--- src/rtl/uart_pkg.sv ---
// Shared definitions for the UART receive blocks: FSM state encodings,
// parity mode encoding and a counter-width helper.
package uart_pkg;

  // FSM state encodings (kept as plain constants for legacy compatibility)
  localparam logic [2:0] IDLE     = 3'd0;
  localparam logic [2:0] START    = 3'd1;
  localparam logic [2:0] DATA     = 3'd2;
  localparam logic [2:0] PARITY   = 3'd3;
  localparam logic [2:0] STOP     = 3'd4;
  localparam logic [2:0] BRK_WAIT = 3'd5;

  // Parity mode as carried on parity_odd
  typedef enum logic {
    PAR_EVEN = 1'b0,
    PAR_ODD  = 1'b1
  } parity_mode_t;

  // Width of a counter that must hold values 0..n-1 (never narrower than 1)
  function automatic int unsigned cnt_width(input int unsigned n);
    return (n <= 2) ? 1 : int'($clog2(n));
  endfunction

endpackage

--- src/rtl/uart_sync2.sv ---
// Two-flop synchroniser for an asynchronous single-bit input.
// RST_VAL sets the value both flops take during reset (idle level of the line).
module uart_sync2 #(
  parameter logic RST_VAL = 1'b1
) (
  input  logic clk,
  input  logic rst_n,
  input  logic d,
  output logic q
);

  logic meta;

  // Two-stage capture; the first stage may go metastable, the second settles it
  always_ff @(posedge clk or negedge rst_n) begin
    if (!rst_n) begin
      meta <= RST_VAL;
      q    <= RST_VAL;
    end else begin
      meta <= d;
      q    <= meta;
    end
  end

endmodule

--- src/rtl/uart_rx_cfg.sv ---
// Oversampled UART receiver with configurable data width, oversample ratio
// and stop-bit count, runtime parity selection, false-start rejection,
// parity/framing error flags and a registered done pulse.
// Optional: define UART_RX_BREAK_DET_EN to add break detection (break_tick
// output and a BRK_WAIT state that holds until the line returns high).
module uart_rx_cfg
  import uart_pkg::*;
#(
  parameter int unsigned DATA_BITS  = 8,
  parameter int unsigned OVERSAMPLE = 16,
  parameter int unsigned STOP_BITS  = 1
) (
  input  logic                 clk,
  input  logic                 rst_n,
  input  logic                 rx,
  input  logic                 s_tick,
  input  logic                 parity_en,
  input  logic                 parity_odd,
  output logic [DATA_BITS-1:0] data_out,
  output logic                 rx_done_tick,
  output logic                 parity_err,
  output logic                 frame_err
`ifdef UART_RX_BREAK_DET_EN
  ,
  output logic                 break_tick
`endif
);

  localparam int unsigned SW = cnt_width(OVERSAMPLE);
  localparam int unsigned NW = cnt_width(DATA_BITS);

  localparam logic [SW-1:0] S_MID     = SW'(OVERSAMPLE / 2 - 1);
  localparam logic [SW-1:0] S_END     = SW'(OVERSAMPLE - 1);
  localparam logic [NW-1:0] N_LAST    = NW'(DATA_BITS - 1);
  localparam logic [NW-1:0] STOP_LAST = NW'(STOP_BITS - 1);

  logic                 rx_s;
  logic [2:0]           state;
  logic [SW-1:0]        s_cnt;
  logic [NW-1:0]        n_cnt;
  logic [DATA_BITS-1:0] shreg;
  logic                 pen_q;
  parity_mode_t         pmode_q;
  logic                 perr;
  logic                 ferr;
  logic                 par_calc;
`ifdef UART_RX_BREAK_DET_EN
  logic                 all_zero;
`endif

  uart_sync2 #(
    .RST_VAL (1'b1)
  ) u_sync (
    .clk   (clk),
    .rst_n (rst_n),
    .d     (rx),
    .q     (rx_s)
  );

  // Parity over the received data plus the parity bit currently on the line
  always_comb begin
    par_calc = (^shreg) ^ rx_s;
  end

  // Receive FSM, bit counters, shift register and registered frame outputs
  always_ff @(posedge clk or negedge rst_n) begin
    if (!rst_n) begin
      state        <= IDLE;
      s_cnt        <= '0;
      n_cnt        <= '0;
      shreg        <= '0;
      pen_q        <= 1'b0;
      pmode_q      <= PAR_EVEN;
      perr         <= 1'b0;
      ferr         <= 1'b0;
      data_out     <= '0;
      rx_done_tick <= 1'b0;
      parity_err   <= 1'b0;
      frame_err    <= 1'b0;
`ifdef UART_RX_BREAK_DET_EN
      all_zero     <= 1'b0;
      break_tick   <= 1'b0;
`endif
    end else begin
      rx_done_tick <= 1'b0;
`ifdef UART_RX_BREAK_DET_EN
      break_tick   <= 1'b0;
`endif
      case (state)
        IDLE: begin
          if (!rx_s) begin
            state <= START;
            s_cnt <= '0;
          end
        end

        START: begin
          if (s_tick) begin
            if (s_cnt == S_MID) begin
              if (!rx_s) begin
                // Valid start bit: snapshot the frame configuration here so
                // later changes on the config pins cannot disturb this frame
                state   <= DATA;
                s_cnt   <= '0;
                n_cnt   <= '0;
                pen_q   <= parity_en;
                pmode_q <= parity_mode_t'(parity_odd);
                perr    <= 1'b0;
                ferr    <= 1'b0;
`ifdef UART_RX_BREAK_DET_EN
                all_zero <= 1'b1;
`endif
              end else begin
                state <= IDLE;
              end
            end else begin
              s_cnt <= s_cnt + SW'(1);
            end
          end
        end

        DATA: begin
          if (s_tick) begin
            if (s_cnt == S_END) begin
              s_cnt <= '0;
              shreg <= {rx_s, shreg[DATA_BITS-1:1]};
`ifdef UART_RX_BREAK_DET_EN
              all_zero <= all_zero & ~rx_s;
`endif
              if (n_cnt == N_LAST) begin
                n_cnt <= '0;
                state <= pen_q ? PARITY : STOP;
              end else begin
                n_cnt <= n_cnt + NW'(1);
              end
            end else begin
              s_cnt <= s_cnt + SW'(1);
            end
          end
        end

        PARITY: begin
          if (s_tick) begin
            if (s_cnt == S_END) begin
              s_cnt <= '0;
              perr  <= (par_calc != (pmode_q == PAR_ODD));
`ifdef UART_RX_BREAK_DET_EN
              all_zero <= all_zero & ~rx_s;
`endif
              state <= STOP;
            end else begin
              s_cnt <= s_cnt + SW'(1);
            end
          end
        end

        STOP: begin
          if (s_tick) begin
            if (s_cnt == S_END) begin
              s_cnt <= '0;
              if (n_cnt == STOP_LAST) begin
                // Final stop sample is folded straight into the output
                // registers so the done pulse lands on the next clk
                n_cnt        <= '0;
                data_out     <= shreg;
                parity_err   <= perr;
                frame_err    <= ferr | ~rx_s;
                rx_done_tick <= 1'b1;
`ifdef UART_RX_BREAK_DET_EN
                if (all_zero && !rx_s) begin
                  break_tick <= 1'b1;
                  state      <= BRK_WAIT;
                end else begin
                  state <= IDLE;
                end
`else
                state <= IDLE;
`endif
              end else begin
                ferr  <= ferr | ~rx_s;
                n_cnt <= n_cnt + NW'(1);
              end
            end else begin
              s_cnt <= s_cnt + SW'(1);
            end
          end
        end

`ifdef UART_RX_BREAK_DET_EN
        BRK_WAIT: begin
          if (rx_s) begin
            state <= IDLE;
          end
        end
`endif

        default: begin
          state <= IDLE;
        end
      endcase
    end
  end

endmodule

--- config.mk ---
export PLATFORM = sky130hd
export DESIGN_NAME = uart_rx_cfg
export DESIGN_NICKNAME = d
export VERILOG_FILES = /design/src/rtl/uart_pkg.sv /design/src/rtl/uart_sync2.sv /design/src/rtl/uart_rx_cfg.sv
export SDC_FILE = /design/constraint.sdc
export NUM_CORES = 1
export LEC_CHECK = 0
export CORE_AREA = 2 2 63 65
export DETAILED_ROUTE_END_ITERATION = 10
export DIE_AREA = 0 0 65 67
export PLACE_DENSITY_LB_ADDON = 0.1
export SLEW_MARGIN = 15
export SYNTH_ARGS = -nofsm -noshare
export SYNTH_HDL_FRONTEND = slang
export SYNTH_SLANG_ARGS = --single-unit
--- constraint.sdc ---
create_clock -name clk -period 1.7 [get_ports clk]
set_clock_uncertainty 0.2 [all_clocks]
set_input_delay 0.34 -clock clk [delete_from_list [all_inputs] [get_ports clk]]
set_output_delay 0.34 -clock clk [all_outputs]
set_load 0.005 [all_outputs]
# Word-level counts from Yosys, hierarchy flattened
# Cells that the tools add are included.
[word_totals] regBits=35 latch_bits=0 ram_bits=0 mem_bits_ro=0 inputBits=6 output_inout_bits=11 word_cells=101 n_memories=0
[op_classes] add_sub_neg=2 multipliers=0 n_div=0 magnitude_cmp=0 n_eq_ne=22 shift=0 n_mux=44 bitwise_logic=3 n_reduce_logical=16
[ops] operator="3-bit 2-to-1 mux" count=21
[ops] operator="2-bit inequality test (second input constant)" count=13
[ops] operator="4-bit 2-to-1 mux" count=5
[ops] operator="3-bit one-hot mux with 5 select lines" count=1
[ops] operator="1-bit 2-to-1 mux" count=12
[ops] operator="4-bit one-hot mux with 3 select lines" count=1
[ops] operator="11-bit AND reduction" count=1
[ops] operator="3-bit one-hot mux with 3 select lines" count=1
[ops] operator="4-bit AND reduction" count=2
[ops] operator="8-bit AND reduction" count=1
[ops] operator="8-bit XOR reduction" count=1
[ops] operator="7-bit AND reduction" count=1
[ops] operator="3-bit by 2-bit == test with 1-bit output (second input constant)" count=2
[ops] operator="3-bit == test (second input constant)" count=2
[ops] operator="3-bit zero test" count=2
[ops] operator="3-bit AND reduction" count=2
[ops] operator="6-bit AND reduction" count=1
[ops] operator="3-bit nonzero test" count=2
[ops] operator="4-bit by 1-bit adder with 4-bit output (second input constant)" count=1
[ops] operator="4-bit by 3-bit == test with 1-bit output (second input constant)" count=1
[ops] operator="4-bit == test (second input constant)" count=1
[ops] operator="1-bit one-hot mux with 2 select lines" count=2
[ops] operator="2-bit nonzero test" count=2
[ops] operator="3-bit by 1-bit adder with 3-bit output (second input constant)" count=1
[ops] operator="other kinds (8)" count=8

# Depth between registers and ports, before layout
[depth] depth_word=6 mapped_depth=7 depth_no_buf=7

# By module
# Synthesis repeated with hierarchy kept, for this count alone.
[hier_totals] hier_cells=159 hier_area_um2=1808.0
[modules_own_cells] mod="uart_rx_cfg" n_inst=1 cells_per_inst=157 area_each_um2=1755.4 seq_area_each_um2=825.8
[modules_own_cells] mod="uart_sync2" n_inst=1 cells_per_inst=2 area_each_um2=52.6 seq_area_each_um2=52.6

# Worst setup path before layout
# No wires, ideal clock.
[synth_timing] kind="flip-flop to flip-flop" startpoint="register s_cnt[0]" endpoint="register n_cnt[2]" setup_time_ps=125 arrival_time_ps=1536 required_time_ps=1375 setup_slack_ps=-160 stages_incl_launch_ff=7 path_buffers=0 period_less_slack_ps=1860 cell_sequence="dfrtp_1 -> ha_1 -> and3_1 -> and3_1 -> nand2_2 -> nand2_1 -> mux2_2"
[synth_between] elab_chain_len=3 elab_cells_between_ends=6 classes_between="eq/ne (5); reduce/logical (1)"
[synth_lines] element="start, declared" line="uart_rx_cfg.sv:39" source="logic [SW-1:0] s_cnt;"
[synth_lines] element="start signal, assigned" line="uart_rx_cfg.sv:117" source="s_cnt <= s_cnt + SW'(1);"
[synth_lines] element="start signal, assigned" line="uart_rx_cfg.sv:137" source="s_cnt <= s_cnt + SW'(1);"
[synth_lines] element="start signal, assigned" line="uart_rx_cfg.sv:152" source="s_cnt <= s_cnt + SW'(1);"
[synth_lines] element="4-bit == test or 4-bit by 3-bit == test with 1-bit output (tied branches)" line="uart_rx_cfg.sv:124, uart_rx_cfg.sv:159, uart_rx_cfg.sv:99"
[synth_lines] element="2-bit inequality test (no line)"
[synth_lines] element="8-bit AND reduction (no line) (*)"
[synth_lines] element="end signal, assigned" line="uart_rx_cfg.sv:134" source="n_cnt <= n_cnt + NW'(1);"
[synth_lines] element="end signal, assigned" line="uart_rx_cfg.sv:181" source="n_cnt <= n_cnt + NW'(1);"
[synth_lines] element="end, declared" line="uart_rx_cfg.sv:40" source="logic [NW-1:0] n_cnt;"
# Every way passes the cells marked *; elsewhere a longest branch is shown, timed or not.
# A chain may end at the register's enable or synchronous reset.

# Worst setup path after layout
[layout_timing] startpoint="register s_cnt[1]" endpoint="register state[1]"
[layout_between] elab_chain_len=3 elab_cells_between_ends=7 classes_between="eq/ne (6); reduce/logical (1)"
[layout_lines] element="4-bit == test or 4-bit by 3-bit == test with 1-bit output (tied branches)"
[layout_lines] element="2-bit inequality test (no line)"
[layout_lines] element="11-bit AND reduction (no line) (*)"
[layout_lines] element="end signal, assigned" line="uart_rx_cfg.sv:132" source="state <= pen_q ? PARITY : STOP;"
[layout_lines] element="end, declared" line="uart_rx_cfg.sv:38" source="logic [2:0] state;"
# Marks and branches as above.

==> results.toml <==
[outcome]
status = "complete, but fails checks"
violations = "setup timing"

[global_route]
antenna_found_initial = 0
grtUsageTotal = 0.215
grt_pass1_wl_mm = 6.98
grt_max_degree = 36
grt_overflow = 0
grt_pass1_vias = 1542

[timing]
finalSetupTns_ps = -3010
drv_slew = 0
max_slew_margin = 0.803
fmax_mhz = 530
period_needed_ps = 1890
setup_viol = 29
hold_viol = 0
worstMarginPinSlew_ps = 295
grt_setup_unrepaired = "true"
fin_crit_sh = 1.11
setup_ws_ps = -187

[floorplanning]
core.rowCount = 22
dieHeight_um = 67
io_pins = 17
start_util = 0.499
dieArea_um2 = 4360
die_w_um = 65
core_area_um2 = 3610

[worst_hold_path]
holdCritPathClass = "flop to flop"

[clock_tree]
worstSkewPairLatency_ps = 280
cts_max_level = 2
cts_made_buffers = 5
clock_sinks = 35
cts-hold-fix-buffers = 0
clkSlewWorstSetupHoldPaths_ps = 70
root_buffer = "clkbuf_8"
cts_tree = "done"
clockBufferDepth = 2

[routing]
drc = 0
drtIter0Drc = 94
wl_mm = 4.42
post_drt_via_cell_ratio = 5.43
dr.pass1.iters = 4
ant_nets = 0
routedWlPerCell_um = 16.4
vias = 1462

[flow_run]
maxCapViolCount = 0

[critical_path]
critical_path.max_fanout = 4
setup.worst_path.end_class = "flop"
max_stage_delay_ps = 390
path_class = "flop to flop"
path_common_cell = "a22o_1"
crit_chain = "ha_4 > nand4_4 > a22o_1 > mux2i_2 > o311ai_1 > a22o_1"
crit_arrival_ps = 1860
crit_slowest_cell = "dfrtp_1"
crit_required_ps = 1670
worst_setup_path_start_kind = "flop"

[logic_synthesis]
syn-num-nets = 167
avgSynthCellArea_um2 = 11.5
synth_edf_count = 0
synth_cell_type_count = 42
synth_warnings = 0
syn_area_um2 = 1800
yosys_most_used_dff = "dfrtp_1"
async_flop_share = 1.00
synth.ff_latch_count = 35
netlist_instances = 157
seq_area_frac_synth = 0.489

[power_and_ir_drop]
p_leak_uw = 0.00139
power_density_nw_per_um2 = 1110
vdd_drop_max_uv = 853
finalPower_uw = 3070

[cells_and_area]
drive_above_1_share = 0.516
nNetsFinal = 231
antenna_cells = 0
area_delta_synth_final_pct = 53.4

[placement]
portBuffers = 16
place_congestion = 0.820
dp_hpwl_mm = 2.81
sequential cells by signal, summed over array words and instances (netlist names):
name / flops
data_out: 8
shreg: 8
s_cnt: 4
n_cnt: 3
state: 3
ferr: 1
frame_err: 1
parity_err: 1
pen_q: 1
perr: 1
pmode_q: 1
rx_done_tick: 1
u_sync.meta: 1
u_sync.q: 1
routing by layer:
layer	GRT usage	wire [µm]
met1	0.263	1890
met2	0.354	2250
met3	0.0541	159
met4	0.101	126
met5	0	0
stage by stage:
step | utilization | instances | instance area (µm²) | hold slack [ps] | setup slack [ps]
6_report | 0.765 | 269 | 2760 | 166 | -187
3_3_place_gp | 0.648 | 249 | 2340 | 148 | -465
2_1_floorplan | - | 157 | 1870 | -156 | -80.1
3_5_place_dp | 0.648 | 249 | 2340 | 153 | -543
4_1_cts | 0.716 | 259 | 2580 | 163 | -141
5_1_grt | 0.765 | 269 | 2760 | 169 | -229
placed cells by master, fill, tap and decap left out, types with 2 or more instances in the layout:
master,n
clkbuf_8,5
inv_1,8
o21ai_2,3
a32o_1,2
nor3_2,2
a22o_1,3
mux2_4,19
dfstp_2,2
or3_1,2
ha_4,2
dlygate4sd2_1,5
nand2_1,4
clkdlybuf4s50_1,5
buf_6,6
a31oi_1,2
dfrtp_2,2
mux2_2,2
and3_4,3
a211oi_1,2
buf_4,39
nand2_2,3
buf_12,3
nand3b_1,2
dfrtp_1,31
nor3_4,3
dlymetal6s2s_1,6
ha_2,2
nor2_1,4
a21oi_2,3
a21oi_1,6
o21ai_0,2
o21ai_1,2
xnor2_1,9
synthesized netlist by cell type (3+ instances only):
cell type,number,area [µm²]
a21oi_1,9,45.0
a22o_1,3,26.3
and3_1,4,25.0
buf_2,5,25.0
dfrtp_1,33,826
ha_1,4,50.1
inv_1,8,30.0
mux2_2,21,236
nand2_1,7,26.3
nor2_1,6,22.5
nor3_1,3,15.0
o21ai_0,7,35.0
xnor2_1,9,78.8
logic make-up (layout without fill, tap and decap cells):
kind of cell,count (synthesis),after routing,synth area share
AOI/OAI and AO/OA,33,33,0.122
xor gates and xnor gates,12,12,0.0661
adders and majority gates,4,4,0.0278
buffers and inverters,15,79,0.0390
DFF,35,35,0.489
muxes,22,22,0.137
and+or+nand+nor,36,36,0.119
final cells by class:
type | instances | area, µm²
clock buffer | 6 | 72.6
clock inverter | 1 | 30.0
fill | 232 | 848
inverter | 8 | 30.0
multi-input combinational | 107 | 1090
sequential | 35 | 881
tap | 48 | 60.1
timing repair buffer | 64 | 589
where the power goes:
group / internal [µW] / total, µW / switching, µW
logic: 695 / 1290 / 598
clock network: 430 / 716 / 287
registers: 932 / 1060 / 131
path summary, 6_finish.rpt:
kind                                   from       end  slack [ps]  depth (start not counted)
min in group asynchronous             rst_n  state[0]         230                          2
worst max-delay path               s_cnt[1]  state[1]        -190                          6
worst min-delay path            u_sync.meta  u_sync.q         170                          0
worst min register to register  u_sync.meta  u_sync.q         170                          0
worst max register to register     s_cnt[1]  state[1]        -190                          6
max in group asynchronous             rst_n  u_sync.q         820                          2
repair_timing:
| item | in CTS | in global routing |
|---|---|---|
| pin swaps | 10 | 12 |
| setup endpoints to repair | 34 | 36 |
| hold endpoints to repair | 0 | 0 |
| resized for setup | 40 | 23 |
| buffers inserted | 3 | 10 |
worst max-delay path: cells and delay by family, from the launching register on:
family / cells / cell delay [ps]
adders and majority gates: 1 / 190
and+or+nand+nor: 1 / 130
DFF: 1 / 390
AOI/OAI and AO/OA: 3 / 640
muxes: 1 / 230
(Power assumes the default switching activity.)
